## src/rtl/spi_reg_config_if.sv

```systemverilog
`default_nettype none
// ============================================================================
// Module   : spi_reg_config_if
// Brief    : SPI pin bundle (SCLK, COPI, nCS, CIPO) between master and target.
// Revision : 1.0 - initial release
// ============================================================================
interface spi_reg_config_if;
    logic sclk;
    logic copi;
    logic ncs;
    logic cipo;

    modport master (
        output sclk,
        output copi,
        output ncs,
        input  cipo
    );

    modport slave (
        input  sclk,
        input  copi,
        input  ncs,
        output cipo
    );
endinterface
`default_nettype wire

```

## src/rtl/spi_reg_config.sv

```systemverilog
`default_nettype none
// ============================================================================
// Module   : spi_reg_config
// Brief    : Mode-0 SPI target owning the PWM peripheral configuration
//            registers. Optional register readback on CIPO: SPI_READBACK_EN.
// Revision : 1.0 - initial release
// ============================================================================
module spi_reg_config #(
    parameter int NUM_REGS    = 5,
    parameter int SYNC_STAGES = 2
) (
    input  wire logic         clk,
    input  wire logic         rst_n,
    spi_reg_config_if.slave   spi,
    output logic [7:0]        en_reg_out_7_0,
    output logic [7:0]        en_reg_out_15_8,
    output logic [7:0]        en_reg_pwm_7_0,
    output logic [7:0]        en_reg_pwm_15_8,
    output logic [7:0]        pwm_duty_cycle,
    output logic              wr_strobe
);

    localparam logic [7:0] c_NUM_REGS  = 8'(NUM_REGS);
    localparam logic [4:0] c_FRAME_LEN = 5'd16;
    localparam logic [4:0] c_CNT_SAT   = 5'd17;

    typedef enum logic [1:0] {
        ST_IDLE   = 2'd0,
        ST_SHIFT  = 2'd1,
        ST_COMMIT = 2'd2
    } state_t;

    state_t                  r_state;
    logic [SYNC_STAGES-1:0]  r_sclk_sync;
    logic [SYNC_STAGES-1:0]  r_ncs_sync;
    logic [SYNC_STAGES-1:0]  r_copi_sync;
    logic                    r_sclk_prev;
    logic                    r_ncs_prev;
    logic [SYNC_STAGES:0]    r_sync_vld;
    logic [4:0]              r_cnt;
    logic [15:0]             r_shift;
    logic [7:0]              r_regs [NUM_REGS];
    logic                    r_wr_strobe;

    logic w_sclk;
    logic w_ncs;
    logic w_copi;
    logic w_vld;
    logic w_sclk_rise;
    logic w_ncs_rise;
    logic w_ncs_fall;
    logic [6:0] w_addr;
    logic w_commit_ok;

    assign w_sclk = r_sclk_sync[SYNC_STAGES-1];
    assign w_ncs  = r_ncs_sync[SYNC_STAGES-1];
    assign w_copi = r_copi_sync[SYNC_STAGES-1];

    // Edges are only trusted once every synchroniser stage holds a real pin
    // sample; otherwise a reset release with nCS already low looks like a fall.
    assign w_vld       = r_sync_vld[SYNC_STAGES];
    assign w_sclk_rise = w_vld & ~r_sclk_prev & w_sclk;
    assign w_ncs_rise  = w_vld & ~r_ncs_prev & w_ncs;
    assign w_ncs_fall  = w_vld & r_ncs_prev & ~w_ncs;

    assign w_addr      = r_shift[14:8];
    assign w_commit_ok = (r_cnt == c_FRAME_LEN) && r_shift[15] &&
                         ({1'b0, w_addr} < c_NUM_REGS);

`ifdef SPI_READBACK_EN
    logic       w_sclk_fall;
    logic [6:0] w_rd_addr;
    logic [7:0] w_rd_data;
    logic       w_rd_ok;
    logic [7:0] r_rd_sr;
    logic       r_rd_act;
    logic       r_cipo;

    assign w_sclk_fall = w_vld & r_sclk_prev & ~w_sclk;
    // Address is complete on the 8th rising edge, including the bit being shifted in now.
    assign w_rd_addr   = {r_shift[5:0], w_copi};
    assign w_rd_ok     = ~r_shift[6] && ({1'b0, w_rd_addr} < c_NUM_REGS);

    always_comb begin
        w_rd_data = 8'h00;
        for (int k = 0; k < NUM_REGS; k++) begin
            if (w_rd_addr == 7'(k)) begin
                w_rd_data = r_regs[k];
            end
        end
    end

    assign spi.cipo = r_cipo;
`else
    assign spi.cipo = 1'b0;
`endif

    always_ff @(posedge clk or negedge rst_n) begin
        if (!rst_n) begin
            r_state     <= ST_IDLE;
            r_sclk_sync <= '0;
            r_ncs_sync  <= '1;
            r_copi_sync <= '0;
            r_sclk_prev <= 1'b0;
            r_ncs_prev  <= 1'b1;
            r_sync_vld  <= '0;
            r_cnt       <= '0;
            r_shift     <= '0;
            r_wr_strobe <= 1'b0;
            for (int k = 0; k < NUM_REGS; k++) begin
                r_regs[k] <= 8'h00;
            end
`ifdef SPI_READBACK_EN
            r_rd_sr  <= 8'h00;
            r_rd_act <= 1'b0;
            r_cipo   <= 1'b0;
`endif
        end else begin
            r_sclk_sync <= {r_sclk_sync[SYNC_STAGES-2:0], spi.sclk};
            r_ncs_sync  <= {r_ncs_sync[SYNC_STAGES-2:0],  spi.ncs};
            r_copi_sync <= {r_copi_sync[SYNC_STAGES-2:0], spi.copi};
            r_sclk_prev <= w_sclk;
            r_ncs_prev  <= w_ncs;
            r_sync_vld  <= {r_sync_vld[SYNC_STAGES-1:0], 1'b1};
            r_wr_strobe <= 1'b0;

            case (r_state)
                ST_IDLE: begin
                    if (w_ncs_fall) begin
                        r_state <= ST_SHIFT;
                        r_cnt   <= '0;
                        r_shift <= '0;
                    end
                end
                ST_SHIFT: begin
                    if (w_ncs_rise) begin
                        r_state <= ST_COMMIT;
                    end else if (w_sclk_rise) begin
                        r_shift <= {r_shift[14:0], w_copi};
                        r_cnt   <= (r_cnt == c_CNT_SAT) ? c_CNT_SAT : r_cnt + 5'd1;
                    end
                end
                ST_COMMIT: begin
                    if (w_commit_ok) begin
                        r_wr_strobe <= 1'b1;
                        for (int k = 0; k < NUM_REGS; k++) begin
                            if (w_addr == 7'(k)) begin
                                r_regs[k] <= r_shift[7:0];
                            end
                        end
                    end
                    if (w_ncs_fall) begin
                        r_state <= ST_SHIFT;
                        r_cnt   <= '0;
                        r_shift <= '0;
                    end else begin
                        r_state <= ST_IDLE;
                    end
                end
                default: r_state <= ST_IDLE;
            endcase

`ifdef SPI_READBACK_EN
            if (r_state != ST_SHIFT || w_ncs_rise) begin
                r_rd_act <= 1'b0;
                r_rd_sr  <= 8'h00;
                r_cipo   <= 1'b0;
            end else if (w_sclk_rise && r_cnt == 5'd7) begin
                r_rd_act <= w_rd_ok;
                r_rd_sr  <= w_rd_ok ? w_rd_data : 8'h00;
            end else if (w_sclk_fall && r_rd_act) begin
                r_cipo  <= r_rd_sr[7];
                r_rd_sr <= {r_rd_sr[6:0], 1'b0};
            end
`endif
        end
    end

    logic [7:0] w_out [5];

    for (genvar k = 0; k < 5; k++) begin : g_out
        if (k < NUM_REGS) begin : g_impl
            assign w_out[k] = r_regs[k];
        end else begin : g_none
            assign w_out[k] = 8'h00;
        end
    end

    assign en_reg_out_7_0  = w_out[0];
    assign en_reg_out_15_8 = w_out[1];
    assign en_reg_pwm_7_0  = w_out[2];
    assign en_reg_pwm_15_8 = w_out[3];
    assign pwm_duty_cycle  = w_out[4];
    assign wr_strobe       = r_wr_strobe;

endmodule
`default_nettype wire

```

## src/flat_wrapper.sv

```systemverilog
// flat-port wrapper written by rule: the top's interface ports become plain ports
module spi_reg_config_flat 
#(
    parameter int NUM_REGS    = 5,
    parameter int SYNC_STAGES = 2
)
  (clk, rst_n, en_reg_out_7_0, en_reg_out_15_8, en_reg_pwm_7_0, en_reg_pwm_15_8, pwm_duty_cycle, wr_strobe, spi_sclk, spi_copi, spi_ncs, spi_cipo);
  spi_reg_config_if spi_i ();
  input  wire logic clk;
  input  wire logic rst_n;
  output logic [7:0] en_reg_out_7_0;
  output logic [7:0] en_reg_out_15_8;
  output logic [7:0] en_reg_pwm_7_0;
  output logic [7:0] en_reg_pwm_15_8;
  output logic [7:0] pwm_duty_cycle;
  output logic wr_strobe;
  input wire logic [$bits(spi_i.sclk)-1:0] spi_sclk;
  input wire logic [$bits(spi_i.copi)-1:0] spi_copi;
  input wire logic [$bits(spi_i.ncs)-1:0] spi_ncs;
  output wire logic [$bits(spi_i.cipo)-1:0] spi_cipo;
  assign spi_i.sclk = spi_sclk;
  assign spi_i.copi = spi_copi;
  assign spi_i.ncs = spi_ncs;
  assign spi_cipo = spi_i.cipo;
  spi_reg_config #(.NUM_REGS(NUM_REGS), .SYNC_STAGES(SYNC_STAGES)) u_core (.clk(clk), .rst_n(rst_n), .spi(spi_i), .en_reg_out_7_0(en_reg_out_7_0), .en_reg_out_15_8(en_reg_out_15_8), .en_reg_pwm_7_0(en_reg_pwm_7_0), .en_reg_pwm_15_8(en_reg_pwm_15_8), .pwm_duty_cycle(pwm_duty_cycle), .wr_strobe(wr_strobe));
endmodule
```

## config.mk

```make
export PLATFORM = sky130hd
export DESIGN_NAME = spi_reg_config_flat
export DESIGN_NICKNAME = d
export VERILOG_FILES = /design/src/rtl/spi_reg_config_if.sv /design/src/rtl/spi_reg_config.sv /design/src/flat_wrapper.sv
export SDC_FILE = /design/constraint.sdc
export NUM_CORES = 1
export LEC_CHECK = 0
export ABC_AREA = 1
export ABC_CLOCK_PERIOD_IN_PS = 1770
export CORE_ASPECT_RATIO = 1.25
export CORE_UTILIZATION = 40
export DETAILED_ROUTE_END_ITERATION = 8
export SLEW_MARGIN = 0
export SYNTH_ARGS = -nofsm -noshare
export SYNTH_HDL_FRONTEND = slang
export SYNTH_SLANG_ARGS = --single-unit
```

## constraint.sdc

```tcl
create_clock -name clk -period 1.77 [get_ports clk]
set_input_delay 0.354 -clock clk [delete_from_list [all_inputs] [get_ports clk]]
set_output_delay 0.354 -clock clk [all_outputs]
set_load 0.01 [all_outputs]
```

## Yosys cells after proc, flatten, opt, wreduce, memory -nomap -nowiden

Cells that the tools add are included.

| word-level totals | value |
|---|---|
| register bits after elaboration | 75 |
| word-level logic and storage cells | 67 |

| cells by class | value |
|---|---|
| add/subtract/negate cells | 1 |
| $lt $le $gt $ge | 1 |
| equality and inequality tests | 13 |
| multiplexer cells | 15 |
| bitwise logic cells | 9 |
| reductions and logical operators | 13 |

Operators by type and width:

| cell | number |
|---|---|
| 16-bit two-way mux | 3 |
| 16-bit one-hot mux with 2 select lines | 1 |
| 5-bit two-way mux | 4 |
| 3-bit AND reduction | 5 |
| 7-bit by 2-bit == test with 1-bit output (second input constant) | 2 |
| 5-bit == test (second input constant) | 2 |
| 5-bit one-hot mux with 2 select lines | 1 |
| 2-bit by 1-bit inequality test with 1-bit output (second input constant) | 4 |
| 7-bit by 1-bit == test with 1-bit output (second input constant) | 1 |
| 7-bit by 3-bit == test with 1-bit output (second input constant) | 1 |
| 7-bit logical NOT | 1 |
| 7-bit by 3-bit less-than comparator with 1-bit output (second input constant) | 1 |
| 1-bit bitwise AND | 6 |
| 2-bit one-hot mux with 3 select lines | 1 |
| 5-bit by 1-bit adder with 5-bit output (second input constant) | 1 |
| 2-bit two-way mux | 2 |
| 4-bit AND reduction | 1 |
| 1-bit two-way mux | 3 |
| 1-bit inverter | 3 |
| 2-bit by 1-bit == test with 1-bit output (second input constant) | 1 |
| 2-bit == test (second input constant) | 1 |
| 1-bit logical AND | 2 |
| 2-bit logical NOT | 1 |
| 2-bit inequality test (second input constant) | 1 |
| 3 further kinds | 3 |

## Depth between registers and ports, before layout

| logic depth | value |
|---|---|
| depth after elaboration | 6 |
| depth in mapped cells | 8 |

## Least setup slack after synthesis

No wires, ideal clock.

| timing | value |
|---|---|
| kind | register -> register |
| start point | register u_core.r_cnt[0] |
| end point | register u_core.r_regs, in the netlist u_core.en_reg_pwm_7_0[0] |
| setup time | 117 ps |
| arrival | 1,311 ps |
| data required time | 1,653 ps |
| path slack | 342 ps |
| cell stages (with the launch flop) | 8 |
| path buffers | 0 |
| clock period less this slack | 1,428 ps |
| cells stage by stage | dfrtp_1 inv_1 ha_1 nand4_1 nor2_2 nand3_4 nand2_1 nand2_1 |

| between the ends | value |
|---|---|
| word-level cells in the longest chain between the ends | 4 |

RTL lines:

| what | line | RTL |
|---|---|---|
| start: declaration | spi_reg_config.sv:40 | `logic [4:0] r_cnt;` |
| start signal: assignment | spi_reg_config.sv:140 | `r_cnt <= (r_cnt == c_CNT_SAT) ? c_CNT_SAT : r_cnt + 5'd1;` |
| 5-bit == test | spi_reg_config.sv:67 | `assign w_commit_ok = (r_cnt == c_FRAME_LEN) && r_shift[15] &&` |
| 1-bit logical AND (2 in a row) | spi_reg_config.sv:67 |  |
| 3-bit AND reduction (no source line) | - |  |
| end signal: indexed assignment | spi_reg_config.sv:148 | `r_regs[k] <= r_shift[7:0];` |
| end: declaration | spi_reg_config.sv:42 | `logic [7:0] r_regs [NUM_REGS];` |

No other way between the ends.
A chain may end at the register's enable or synchronous reset.

## Worst setup path in the final report

| timing | value |
|---|---|
| start point | register u_core.r_regs, in the netlist u_core.en_reg_out_7_0[1] |
| end point | output port en_reg_out_7_0[1] |

RTL lines:

| what | line | RTL |
|---|---|---|
| end: declaration | flat_wrapper.sv:11 | `output logic [7:0] en_reg_out_7_0;` |

No word-level cell between the ends.

==> results.md <==
- The x dimension of the die is 81.8 µm.
- Summing the areas of all compound-gate instances in the mapped netlist gives 3.14% of the synthesized area.
- In this run the static leakage power is 1.91 nW.
- After Yosys synthesis, and, or, nand and nor cells account for 32.2% of the synthesized area.
- The minimum setup slack among reg-to-reg paths is 0.19 ns.
- The number of optimization iterations in the first detailed-route pass is 4.
- Counting every instance in the synthesized netlist gives 353.
- During I/O placement, the number of pins put on the boundary was 47.
- The final instance count without filler cells is 508.
- The power per cell area is 874 nW/µm².
- The layout overhead on the synthesized area is 25.2%.
- The multiplexer share of the synthesized area is 0%.
- In the layout the commonest cells are sky130_fd_sc_hd__nand2_1, sky130_fd_sc_hd__dfrtp_1, sky130_fd_sc_hd__clkdlybuf4s50_1.
- The count of nets left with antenna violations once routing finished came out at 0.
- After synthesis, the cell types taking the most area are sky130_fd_sc_hd__dfrtp_1, sky130_fd_sc_hd__nand2_1, sky130_fd_sc_hd__nand3_1, sky130_fd_sc_hd__o21ai_1, sky130_fd_sc_hd__dfstp_2.
- The via count of the first global-routing pass was 2374.
- For this block, the via count after detailed routing is 2479.
- In this run the number of H-tree levels came out at 3.
- Synthesis produced a netlist with a net count of 361.
- STA classifies the critical path endpoint as an output pin.
- The number of DRC violations after detailed routing is 0.
- The initialized floorplan defines 36 standard-cell rows.
- The share of synthesized area in the top cell type comes to 56.5%.
- The critical path goes through clkdlybuf4s50_1.
- Static timing analysis puts the maximum clock frequency at 620 MHz.
- Leaving out fill and tap cells, the most frequent cell in the layout is sky130_fd_sc_hd__nand2_1.
- The largest buffer count on any clock path is 2.
- The end of the worst register-to-register path is u_core.en_reg_pwm_15_8[2].
- The initial core utilization is 41.1%.
- After clock tree synthesis, the clock-pin slew on the worst setup and hold paths is 0.08 ns.
- At the end of routability-driven placement, the weighted congestion stood at 0.780.
- The cell accounting for the most synthesized area is sky130_fd_sc_hd__dfrtp_1.
- In this run the clock root is driven by a sky130_fd_sc_hd__clkbuf_8.
- The synthesized netlist devotes 1.18% of its cell area to adder and majority cells.
- The number of antenna violations at the first check in global routing came to 0.
- The first global-routing pass estimated 11200 µm of wire.
- For this run, the total global-route usage over all layers was measured as 17.8%.
- Data arrives at the worst endpoint at 1.26 ns.
- The count of buffering cells on the critical path with inverters included is 1.
- The post-route netlist has 12.8% of its cells at a drive strength greater than 1.
- The number of enable-type register cells in the synthesized netlist is 0.
- The clock arrives with 0.0106 ns of skew.
- The final critical path takes up 91.1% of the cycle.
- The run finished with clean final reports.
- In this run the cell area of the synthesized design comes to 3190 µm².
- Input and output buffers added on the ports amount to 45.
- The tightest min-delay check is of the input pin to asynchronous set/reset pin type.
- In this run the worst path has a maximum fanout of 2.
- The register area share after synthesis is 59.0%.
- The detail-routed net length per standard cell is 12.9 µm.
- After detailed routing, the number of vias per cell comes to 4.88.
- The largest net degree at the start of global routing is 76.
- A synthesized cell averages 9.03 µm².
- The sum of routed wire length over all layers is 6580 µm.
- For this block, the initial DRC count from the detailed router was 141.
- After synthesis, the largest family of logic cells by area is simple AND/OR/NAND/NOR gates.
- The number of maximum-capacitance constraint violations is 0.
- Setup repair after global routing left no endpoint under its margin.
- The final global-route overflow total is 0.
- For the worst flop-to-flop path, the logic depth is 7.
- The slowest stage of the critical path belongs to the cell sky130_fd_sc_hd__clkdlybuf4s50_1.
- Buffers inserted to repair hold after CTS numbered 0.
- The y dimension of the die is 102 µm.
- The number of distinct library cells after synthesis is 26.
- STA classifies the critical path startpoint as a flop.
- The post-layout minimum cycle time is 1.61 ns.
- The async set-reset flop share out of synthesis is 100%.
- Summed over all nets, the half-perimeter wirelength after detailed placement is 4530 µm.
- The maximum VDD drop is 0.000640 V.
- The count of final max-slew check failures came to 0.
- The final-layout setup total negative slack is 0 ns.
- The clock reaches the later pin of the worst-skew pair after 0.34 ns.
- The design draws 0.00349 W.
- The worst register-to-register path begins at u_core.r_cnt[1].
- The flip-flop cell with the highest count after synthesis is sky130_fd_sc_hd__dfrtp_1.
- The number of nets in the finished design is 416.
- The number of antenna repair diodes is 0.
- The count of instances resized after the clock tree is built is 0.
- The area enclosed by the die boundary is 8330 µm².
- In this run, CTS created clock tree buffers numbering 9.
- The largest delay contributor family on the critical path is buffers and inverters.
- The critical path is of the flop to output pin type.
- In this design, the stage delay of the slowest critical-path cell is 0.55 ns.
- Once placement completed, the tool counted placed cells totaling 492.
- During synthesis, Yosys emitted a total of 0 warnings.
- Setup violations remaining at the end of the flow were counted as 0.
- Buffers added to address setup during post-CTS repair amount to 0.
- The total count of hold-check failures in the final report is 0.
- TritonCTS built the clock tree.
- The core area is 7750 µm².
- The number of sinks driven by the clock tree is 75.
- The synthesized flop and latch total is 75.
- STA puts the critical path data required time at 1.42 ns.
- The xor and xnor area share after synthesis is 0.275%.
synthesized netlist by cell type, types with 2 or more instances:
master / number
sky130_fd_sc_hd__dfrtp_1: 72
sky130_fd_sc_hd__nand2_2: 5
sky130_fd_sc_hd__inv_1: 8
sky130_fd_sc_hd__o21ai_1: 20
sky130_fd_sc_hd__buf_6: 3
sky130_fd_sc_hd__nand4_1: 9
sky130_fd_sc_hd__nor2_1: 14
sky130_fd_sc_hd__inv_2: 7
sky130_fd_sc_hd__nor2_2: 6
sky130_fd_sc_hd__nand2_1: 143
sky130_fd_sc_hd__clkbuf_1: 2
sky130_fd_sc_hd__dfstp_2: 3
sky130_fd_sc_hd__buf_2: 4
sky130_fd_sc_hd__conb_1: 2
sky130_fd_sc_hd__nor2_4: 2
sky130_fd_sc_hd__nand3_1: 41
sky130_fd_sc_hd__ha_1: 3
layout make-up:
class | instances | area [µm²]
fill | 739 | 3760
sequential | 75 | 1880
multi-input combinational | 253 | 1190
timing repair buffer | 54 | 538
clock buffer | 11 | 151
tap | 95 | 119
clock inverter | 5 | 58.8
inverter | 15 | 56.3
per-stage QoR:
step | utilization [%] | cell area [µm²] | hold slack (ns) | worst slack [ns]
3_3_place_gp | 48.7 | 3770 | 0.333 | 0.215
2_1_floorplan | - | 3190 | 0.0584 | 0.342
4_1_cts | 51.4 | 3990 | 0.0469 | 0.140
5_1_grt | 51.5 | 3990 | 0.0522 | 0.0139
3_5_place_dp | 48.7 | 3770 | 0.336 | 0.169
6_report | 51.5 | 3990 | 0.0150 | 0.157
logic make-up (layout without fill, tap and decap cells):
family	Yosys count	in the layout
and+or+nand+nor	227	227
other	2	2
adders and majority gates	3	3
AOI/OAI and AO/OA	20	20
xor gates and xnor gates	1	1
buffers and inverters	25	85
DFF	75	75
registers in the layout (all words and copies together) (netlist names), 3 cells and up:
| name | cells |
|---|---|
| u_core.en_reg_pwm_7_0 | 8 |
| u_core.r_cnt | 5 |
| u_core.pwm_duty_cycle | 8 |
| u_core.en_reg_out_7_0 | 8 |
| u_core.r_shift | 16 |
| u_core.en_reg_out_15_8 | 8 |
| u_core.r_sync_vld | 3 |
| u_core.en_reg_pwm_15_8 | 8 |
routing by layer:
layer | up-vias | GRT usage, % | wire length, µm
li1 | 1242 | - | -
met1 | 1185 | 23.3 | 2990
met2 | 45 | 28.3 | 3270
met3 | 7 | 3.24 | 211
met4 | 0 | 8.50 | 108
met5 | - | 0 | 0
worst max-delay path by stage:
stage | from | to | slack, ns | cells after the start
after global placement | u_core.r_cnt[1] | u_core.en_reg_out_7_0[0] | 0.22 | 7
after CTS | u_core.en_reg_out_7_0[1] | en_reg_out_7_0[1] | 0.14 | 1
final | u_core.en_reg_out_7_0[1] | en_reg_out_7_0[1] | 0.16 | 1
after detailed placement | u_core.r_cnt[1] | u_core.en_reg_out_7_0[7] | 0.17 | 7
after global routing | u_core.r_cnt[1] | u_core.en_reg_out_7_0[6] | 0.01 | 7
after floorplan | u_core.r_cnt[0] | u_core.en_reg_pwm_7_0[0] | 0.34 | 7
report_power, final:
group	total, W	switching [W]	internal [W]
Clock	0.00136	0.000631	0.000731
Sequential	0.00184	0.0000702	0.00177
Combinational	0.000285	0.000185	0.000100
Total	0.00349	0.000886	0.00260
Power figures use the tool's default switching activity.
